[config.mk]
export PLATFORM = sky130hd
export DESIGN_NAME = booth_seq_mul
export DESIGN_NICKNAME = d
export VERILOG_FILES = /design/src/rtl/booth_seq_mul.sv
export SDC_FILE = /design/constraint.sdc
export NUM_CORES = 1
export LEC_CHECK = 0
export ABC_AREA = 0
export CORE_MARGIN = 3
export CORE_UTILIZATION = 44
export CTS_BUF_LIST = sky130_fd_sc_hd__clkbuf_4 sky130_fd_sc_hd__clkbuf_8
export CTS_CLUSTER_DIAMETER = 200
export CTS_CLUSTER_SIZE = 14
export DETAILED_ROUTE_END_ITERATION = 10
export PLACE_DENSITY = 0.66
export RECOVER_POWER = 100
export SETUP_SLACK_MARGIN = 0.15
export SLEW_MARGIN = 10
export SYNTH_ARGS = -nofsm -noshare
export SYNTH_HDL_FRONTEND = slang
export SYNTH_SLANG_ARGS = --single-unit
[constraint.sdc]
create_clock -name clk -period 7.7 [get_ports clk]
set_clock_uncertainty 0.1 [all_clocks]
set_input_delay 1.54 -clock clk [delete_from_list [all_inputs] [get_ports clk]]
set_output_delay 1.54 -clock clk [all_outputs]
set_load 0.005 [all_outputs]
[src/rtl/booth_seq_mul.sv]
// Iterative radix-4 Booth multiplier, one transaction in flight, valid/ready on both sides.
// Optional `ovf` output (product does not fit WIDTH bits) enabled by BOOTH_MUL_OVF_EN.
module booth_seq_mul #(
    parameter int WIDTH = 32
) (
    input  logic                 clk,
    input  logic                 rst,
    input  logic                 in_valid,
    output logic                 in_ready,
    input  logic [WIDTH-1:0]     a,
    input  logic [WIDTH-1:0]     b,
    input  logic                 is_signed,
    output logic                 out_valid,
    input  logic                 out_ready,
    output logic [2*WIDTH-1:0]   product
`ifdef BOOTH_MUL_OVF_EN
    ,
    output logic                 ovf
`endif
);

    localparam int EW   = WIDTH + 2;
    localparam int AW   = 2 * WIDTH + 4;
    localparam int SW   = WIDTH + 4;
    localparam int ITER = WIDTH / 2 + 1;
    localparam int CW   = $clog2(ITER + 1);

    typedef enum logic [1:0] {
        S_IDLE,
        S_BUSY,
        S_DONE
    } state_t;

    state_t               r_state;
    logic [CW-1:0]        r_cnt;
    logic [EW-1:0]        r_mcand;
    logic [AW-1:0]        r_acc;
    logic                 r_prev;
    logic                 r_in_ready;
    logic                 r_out_valid;
    logic [2*WIDTH-1:0]   r_product;

    logic [EW-1:0]        w_a_ext;
    logic [EW-1:0]        w_b_ext;
    logic [2:0]           w_trip;
    logic [SW-1:0]        w_up;
    logic [SW-1:0]        w_m1;
    logic [SW-1:0]        w_m2;
    logic [SW-1:0]        w_pp;
    logic [SW-1:0]        w_sum;
    logic [AW-1:0]        w_acc_nxt;
    logic [2*WIDTH-1:0]   w_res;
    logic                 w_last;

    // One extra sign/zero bit pair lets the same signed datapath cover unsigned operands.
    assign w_a_ext = {{2{is_signed & a[WIDTH-1]}}, a};
    assign w_b_ext = {{2{is_signed & b[WIDTH-1]}}, b};

    assign w_trip = {r_acc[1:0], r_prev};
    assign w_up   = {{2{r_acc[AW-1]}}, r_acc[AW-1:EW]};
    assign w_m1   = {{2{r_mcand[EW-1]}}, r_mcand};
    assign w_m2   = {r_mcand[EW-1], r_mcand, 1'b0};

    always_comb begin
        w_pp = '0;
        case (w_trip)
            3'b001, 3'b010: w_pp = w_m1;
            3'b011:         w_pp = w_m2;
            3'b100:         w_pp = -w_m2;
            3'b101, 3'b110: w_pp = -w_m1;
            default:        w_pp = '0;
        endcase
    end

    // Sum is two bits wider than the upper half; the shift by 2 brings it back.
    assign w_sum     = w_up + w_pp;
    assign w_acc_nxt = {w_sum, r_acc[EW-1:2]};
    assign w_res     = w_acc_nxt[2*WIDTH-1:0];
    assign w_last    = (r_cnt == CW'(ITER - 1));

`ifdef BOOTH_MUL_OVF_EN
    logic                 r_signed;
    logic                 r_ovf;
    logic                 w_ovf;
    logic [WIDTH:0]       w_shi;

    assign w_shi = w_res[2*WIDTH-1:WIDTH-1];
    assign w_ovf = r_signed ? ~((&w_shi) | ~(|w_shi))
                            : (|w_res[2*WIDTH-1:WIDTH]);
    assign ovf   = r_ovf;

    always_ff @(posedge clk) begin
        if (rst) begin
            r_signed <= 1'b0;
            r_ovf    <= 1'b0;
        end else begin
            if (r_state == S_IDLE && in_valid) begin
                r_signed <= is_signed;
            end
            if (r_state == S_BUSY && w_last) begin
                r_ovf <= w_ovf;
            end
        end
    end
`endif

    always_ff @(posedge clk) begin
        if (rst) begin
            r_state     <= S_IDLE;
            r_cnt       <= '0;
            r_mcand     <= '0;
            r_acc       <= '0;
            r_prev      <= 1'b0;
            r_in_ready  <= 1'b1;
            r_out_valid <= 1'b0;
            r_product   <= '0;
        end else begin
            case (r_state)
                S_IDLE: begin
                    if (in_valid) begin
                        r_mcand    <= w_a_ext;
                        r_acc      <= {{(AW-EW){1'b0}}, w_b_ext};
                        r_prev     <= 1'b0;
                        r_cnt      <= '0;
                        r_in_ready <= 1'b0;
                        r_state    <= S_BUSY;
                    end
                end
                S_BUSY: begin
                    r_acc  <= w_acc_nxt;
                    r_prev <= r_acc[1];
                    r_cnt  <= r_cnt + CW'(1);
                    if (w_last) begin
                        r_product   <= w_res;
                        r_out_valid <= 1'b1;
                        r_state     <= S_DONE;
                    end
                end
                S_DONE: begin
                    if (out_ready) begin
                        r_out_valid <= 1'b0;
                        r_in_ready  <= 1'b1;
                        r_state     <= S_IDLE;
                    end
                end
                default: begin
                    r_state     <= S_IDLE;
                    r_in_ready  <= 1'b1;
                    r_out_valid <= 1'b0;
                end
            endcase
        end
    end

    assign in_ready  = r_in_ready;
    assign out_valid = r_out_valid;
    assign product   = r_product;

endmodule

# Word level (Yosys, flattened, before mapping)
# Cells that the tools add are included.
dict set report word_totals {
  wordCells 54
  input_bits 69
  output_inout_bits 66
  regBits 175
}
dict set report classes {
  n_reduce_logical 10
  n_bitwise 4
  mux 16
  add_sub_neg 4
  n_eq_ne 12
}
# op n
set ops {}
lappend ops {{one-hot mux 36 bit (4 select lines)} 1}
lappend ops {{one-hot mux 68 bit (2 select lines)} 1}
lappend ops {{negator 36 bit} 2}
lappend ops {{two-way mux 68 bit} 1}
lappend ops {{adder 36 bit} 1}
lappend ops {{one-hot mux 5 bit (2 select lines)} 1}
lappend ops {{equality test 3 bit, second input constant} 3}
lappend ops {{AND reduction 3 bit} 3}
lappend ops {{equality test 3 x 2 -> 1 bit, second input constant} 2}
lappend ops {{two-way mux 2 bit} 3}
lappend ops {{inequality test 2 bit, second input constant} 3}
lappend ops {{one-hot mux 1 bit (3 select lines)} 2}
lappend ops {{one-hot mux 2 bit (3 select lines)} 1}
lappend ops {{AND reduction 2 bit} 3}
lappend ops {{adder 5 x 1 -> 5 bit, second input constant} 1}
lappend ops {{equality test 5 bit, second input constant} 1}
lappend ops {{two-way mux 5 bit} 1}
lappend ops {{two-way mux 1 bit} 4}
lappend ops {{OR reduction 2 bit} 2}
lappend ops {{equality test 3 x 1 -> 1 bit, second input constant} 1}
lappend ops {{bitwise AND 1 bit} 2}
lappend ops {{equality test 2 x 1 -> 1 bit, second input constant} 1}
lappend ops {{equality test 2 bit, second input constant} 1}
lappend ops {{zero test 2 bit} 1}
lappend ops {{3 further kinds} 4}

# Depth between registers and ports, before layout
dict set report depth {
  ltp_word 5
  ltp_mapped 21
  mapped_depth_nobuf 21
}

# Least setup slack after synthesis
# OpenSTA, ideal clock, no wires.
dict set report synth_timing {
  kind {register to register}
  from {register r_mcand[3]}
  to {register r_acc[67]}
  setup_time_ps 121
  synth_period_minus_slack_ps 4597
  path_slack_ps 3103
  n_path_buf 1
  required_ps 7479
  t_arrival_ps 4376
  path_stages_with_launch 21
  cell_sequence {dfxtp_1 -> buf_6 -> or3_4 -> nor4_4 -> nand3_2 -> or2_4 -> or3_4 -> or3_1 -> xor2_1 -> a221oi_2 -> a21oi_1 -> ha_1 -> a21o_1 -> a21o_1 -> a21o_1 -> a2bb2oi_1 -> nand3_1 -> a311oi_1 -> xnor2_1 -> nand2b_1 -> mux2i_1}
}
dict set report synth_between {
  elab_chain_len 4
  elab_cells_between_ends 5
  cone_classes {add/sub: 3; mux: 2}
}
# element line
set synth_lines {}
lappend synth_lines {{start: declaration} 36} ;# logic [EW-1:0] r_mcand;
lappend synth_lines {{start signal: assignment} 121} ;# r_mcand <= w_a_ext;
lappend synth_lines {{negator 36 bit, on equally long branches} {70, 69}}
lappend synth_lines {{one-hot mux 36 bit (4 select lines) *} 66} ;# case (w_trip)
lappend synth_lines {{adder 36 bit *} 76} ;# assign w_sum = w_up + w_pp;
lappend synth_lines {{one-hot mux 68 bit (2 select lines) *} 118} ;# case (r_state)
lappend synth_lines {{end signal: assignment} 122} ;# r_acc <= {{(AW-EW){1'b0}}, w_b_ext};
lappend synth_lines {{end signal: assignment} 130} ;# r_acc <= w_acc_nxt;
lappend synth_lines {{end: declaration} 37} ;# logic [AW-1:0] r_acc;
# Mark *: on every way between the ends. The rest lies on a longest branch, timed or not.
# A chain may end at the register's enable or synchronous reset.

# Final worst setup path
dict set report layout_timing {
  from {register r_state[0]}
  to {register r_product[59] (netlist: product[59])}
}
dict set report layout_between {
  elab_chain_len 2
}
# element line
set layout_lines {}
lappend layout_lines {{start: declaration} 34} ;# state_t r_state;
lappend layout_lines {{start signal: assignment} 109} ;# r_state <= S_IDLE;
lappend layout_lines {{start signal: assignment} 126} ;# r_state <= S_BUSY;
lappend layout_lines {{start signal: assignment} 136} ;# r_state <= S_DONE;
lappend layout_lines {{equality test 2 x 1 -> 1 bit} 118}
lappend layout_lines {{AND reduction 2 bit (no source line)} --}
lappend layout_lines {{end signal: assignment} 134} ;# r_product <= w_res;
lappend layout_lines {{end: declaration} 41} ;# logic [2*WIDTH-1:0] r_product;
# No other way between the ends.

==> summary.txt <==
Synth
  – Cell count after synthesis: 1306
  – Sequential fraction of the synthesis area: 35.5%
  – Asr flop ratio synth: 0%
  – Yosys cell types: 63
  – Mapped Area: 9860 um2
  – Syn nets: 1414
  – Synthesized area per cell: 7.55 um2
  – Top_reg_cell synth: dfxtp_1
  – Seq cells post-synth: 175
  – Number of flops mapped to enable cells by yosys: 0
  – Yosys warning count: 0

Placed design
  – Port Buffers: 134
  – DP HPWL: 18900 um
  – GPL Wtd Cong: 0.913

Flow run
  – Max-cap violations: 5

Power
  – Power density over the cells: 177 nW/um2
  – Switching Share: 34.2%
  – Net load switching power: 708 uW
  – Pint: 1.36 mW
  – Total power: 2.07 mW
  – Logic pwr share: 20.2%
  – Seq pwr share: 47.4%
  – Maximum vdd ir drop: 104 uV
  – Clock share of power: 32.4%
  – Leakage: 4.59 nW

Detailed routing
  – Avg WL per Cell: 16.4 um
  – Antenna-violating nets left: 0
  – DRT Pass-1 Iters: 5
  – Vias per cell: 5.65
  – Initial DRC count: 1059
  – Total Wirelength: 27500 um
  – Vias after detailed routing: 9458
  – Drt drc: 0

Timing
  – Peak Freq: 171 MHz
  – Final hold vios: 0
  – Setup-failing EPs final: 0
  – Worst Tran Pin Value: 2.93 ns
  – Final setup TNS: 0 ns
  – Final min period: 5.86 ns
  – Final worst-path cycle share: 76.2%
  – RSZ-0062 raised after global routing: false
  – Slew margin rel.: -95.5%
  – Final Max Slew Viols: 277

Die
  – Number of cell rows: 54
  – CORE AREA: 21900 um2
  – IO Count: 135
  – Die Ht: 156 um
  – Initial Util: 45.1%
  – Die span in x: 156 um
  – Total Die Area: 24200 um2

Final layout
  – # nets final: 1488
  – Area grow syn2layout: 18.6%
  – Share of post-route cells with drive strength above 1: 4.74%
  – Fillcell total: 2189
  – FF/Latch Area: 3500 um2
  – N_diodes: 0
  – Multi-input gate area: 5970 um2

CTS
  – Postcts setup bufs: 0
  – Cts bufs inserted: 17
  – CTS clk-pin slew, worst paths: 0.12 ns
  – Clk buf depth: 2
  – CTS tree: yes
  – Resized cells post-CTS: 0
  – CTS root buf: clkbuf_8
  – H-tree Lvls: 4
  – Post-CTS Hold Buffers: 0
  – CTS Sinks: 175
  – Worst-Skew Late Latency: 0.48 ns

Min path
  – HP Class: flip-flop to flip-flop

Setup path
  – Worst setup path class: flip-flop to flip-flop
  – CP max FO: 63
  – CP Capture Type: flip-flop
  – Reg2Reg Setup Slack: 1.84 ns
  – CP max stage delay: 2.08 ns
  – Critical Path RT: 8.01 ns
  – Startpoint Class: flip-flop
  – Crit-path cells: nor2b_2, clkbuf_1, and2_2, clkbuf_1, nand2b_1, o21ai_0
  – Crit path max-delay cell type: clkbuf_1
  – Worst path most repeated cell: clkbuf_1
  – WP data arrival: 6.17 ns

Global route
  – Total congestion overflow: 0
  – First-pass GRT wire length: 45200 um
  – Vias in the first global route: 8912
  – Initial antenna violation count: 0
  – Global router's overall resource usage: 22.6%
  – Largest net degree at the start of global routing: 76

Outcome
  – Status: finished with violations
  – Failing checks: capacitance limit, slew limit
[critical path: cells and delay by family (launching register included)]
kind                   cells  cell delay (ns)
buffers and inverters      2             4.03
and+or+nand+nor            3             0.93
DFF                        1             0.43
AOI/OAI and AO/OA          1             0.28
[cells in the mapped netlist, types with 5 or more instances]
cell      instances  area [um2]
a211oi_1          7        52.6
a21o_1           22         165
a21oi_1         184         921
a221oi_1         21         184
a22o_1           11        96.3
a22oi_1          45         338
a31oi_1          24         150
and2_1            5        31.3
and3_1            6        37.5
buf_1             9        33.8
clkbuf_1         81         304
dfxtp_1         175        3500
ha_1             38         475
inv_1             8        30.0
nand2_1         307        1150
nand2b_1         13        81.3
nand3_1          33         165
nand3b_1          9        67.6
nand4_1           6        37.5
nor2_1           75         282
nor2b_1           8        50.1
nor3_1           13        65.1
o21ai_0          32         160
o21ai_1           5        25.0
o21bai_1          5        37.5
o31ai_1           9        67.6
or2_2             7        43.8
or3_1             7        43.8
or4_1             5        37.5
xnor2_1          50         438
xor2_1           33         289
[stage by stage]
stage / setup slack (ns) / instances / instance area (um2) / hold WS (ns) / utilization, %
2_1_floorplan: 3.10 / 1306 / 9860 / 0.332 / -
3_3_place_gp: 2.78 / 1641 / 11300 / 0.342 / 51.7
3_5_place_dp: 2.60 / 1641 / 11300 / 0.347 / 51.7
4_1_cts: 2.55 / 1673 / 11700 / 0.360 / 53.6
5_1_grt: 1.14 / 1673 / 11700 / 0.369 / 53.5
6_report: 1.84 / 1673 / 11700 / 0.357 / 53.5
[metal layers]
metal,vias up,routed length [um],track usage [%]
met3,37,1610,3.77
met4,0,561,6.79
met2,306,12000,34.0
met5,-,0,0
li1,4739,-,-
met1,4376,13300,33.2
[registers in the layout, summed over array words and instances, names as in the netlist]
signal and count:
r_prev 1, r_mcand 33, r_acc 68, product 64, r_state 2, r_cnt 5
out_valid 1, in_ready 1
[cell usage in the layout, fill, tap and decap left out, types with 11 or more instances in the layout]
master,n
dlygate4sd3_1,68
a221oi_1,21
dfxtp_1,175
buf_4,11
nor3_1,13
a22o_1,11
nor2_1,74
nand2b_1,13
xor2_1,33
a22oi_1,45
ha_1,38
clkdlybuf4s50_1,65
nand3_1,33
a21o_1,22
o21ai_0,34
a21oi_1,184
a31oi_1,24
nand2_1,307
clkbuf_8,17
xnor2_1,50
[worst paths after layout]
kind | depth (start not counted) | end | from
worst min-delay path | 2 | product[55] | product[55]
worst max register to register | 6 | product[59] | r_state[0]
worst max-delay path | 6 | product[59] | r_state[0]
worst min register to register | 2 | product[55] | product[55]
[logic make-up after synthesis]
family	after synthesis	share of synthesized area (%)
AO/OA/AOI/OAI	390	24.5
XOR/XNOR	83	7.37
adder cells (fa/ha/maj)	39	5.02
buffers and inverters	103	4.03
flip-flops	175	35.5
multiplexers	8	0.863
AND/OR/NAND/NOR	508	22.7
[power groups by stage]
stage | sequential (mW) | combinational (mW) | clock [mW]
CTS | 0.980 | 0.415 | 0.688
detailed placement | 1.00 | 0.412 | 0
floorplan | 0.980 | 0.308 | 0
global placement | 0.999 | 0.408 | 0
global route | 0.987 | 0.463 | 0.722
finish | 0.981 | 0.417 | 0.670
[layout make-up]
class | count | area share, %
Tap cell | 280 | 2.99
Inverter | 9 | 0.289
Sequential cell | 175 | 29.9
Clock buffer | 17 | 2.00
Multi-Input combinational cell | 1028 | 51.0
Clock inverter | 15 | 1.50
Timing Repair Buffer | 149 | 12.2
Power figures use the tool's default switching activity.
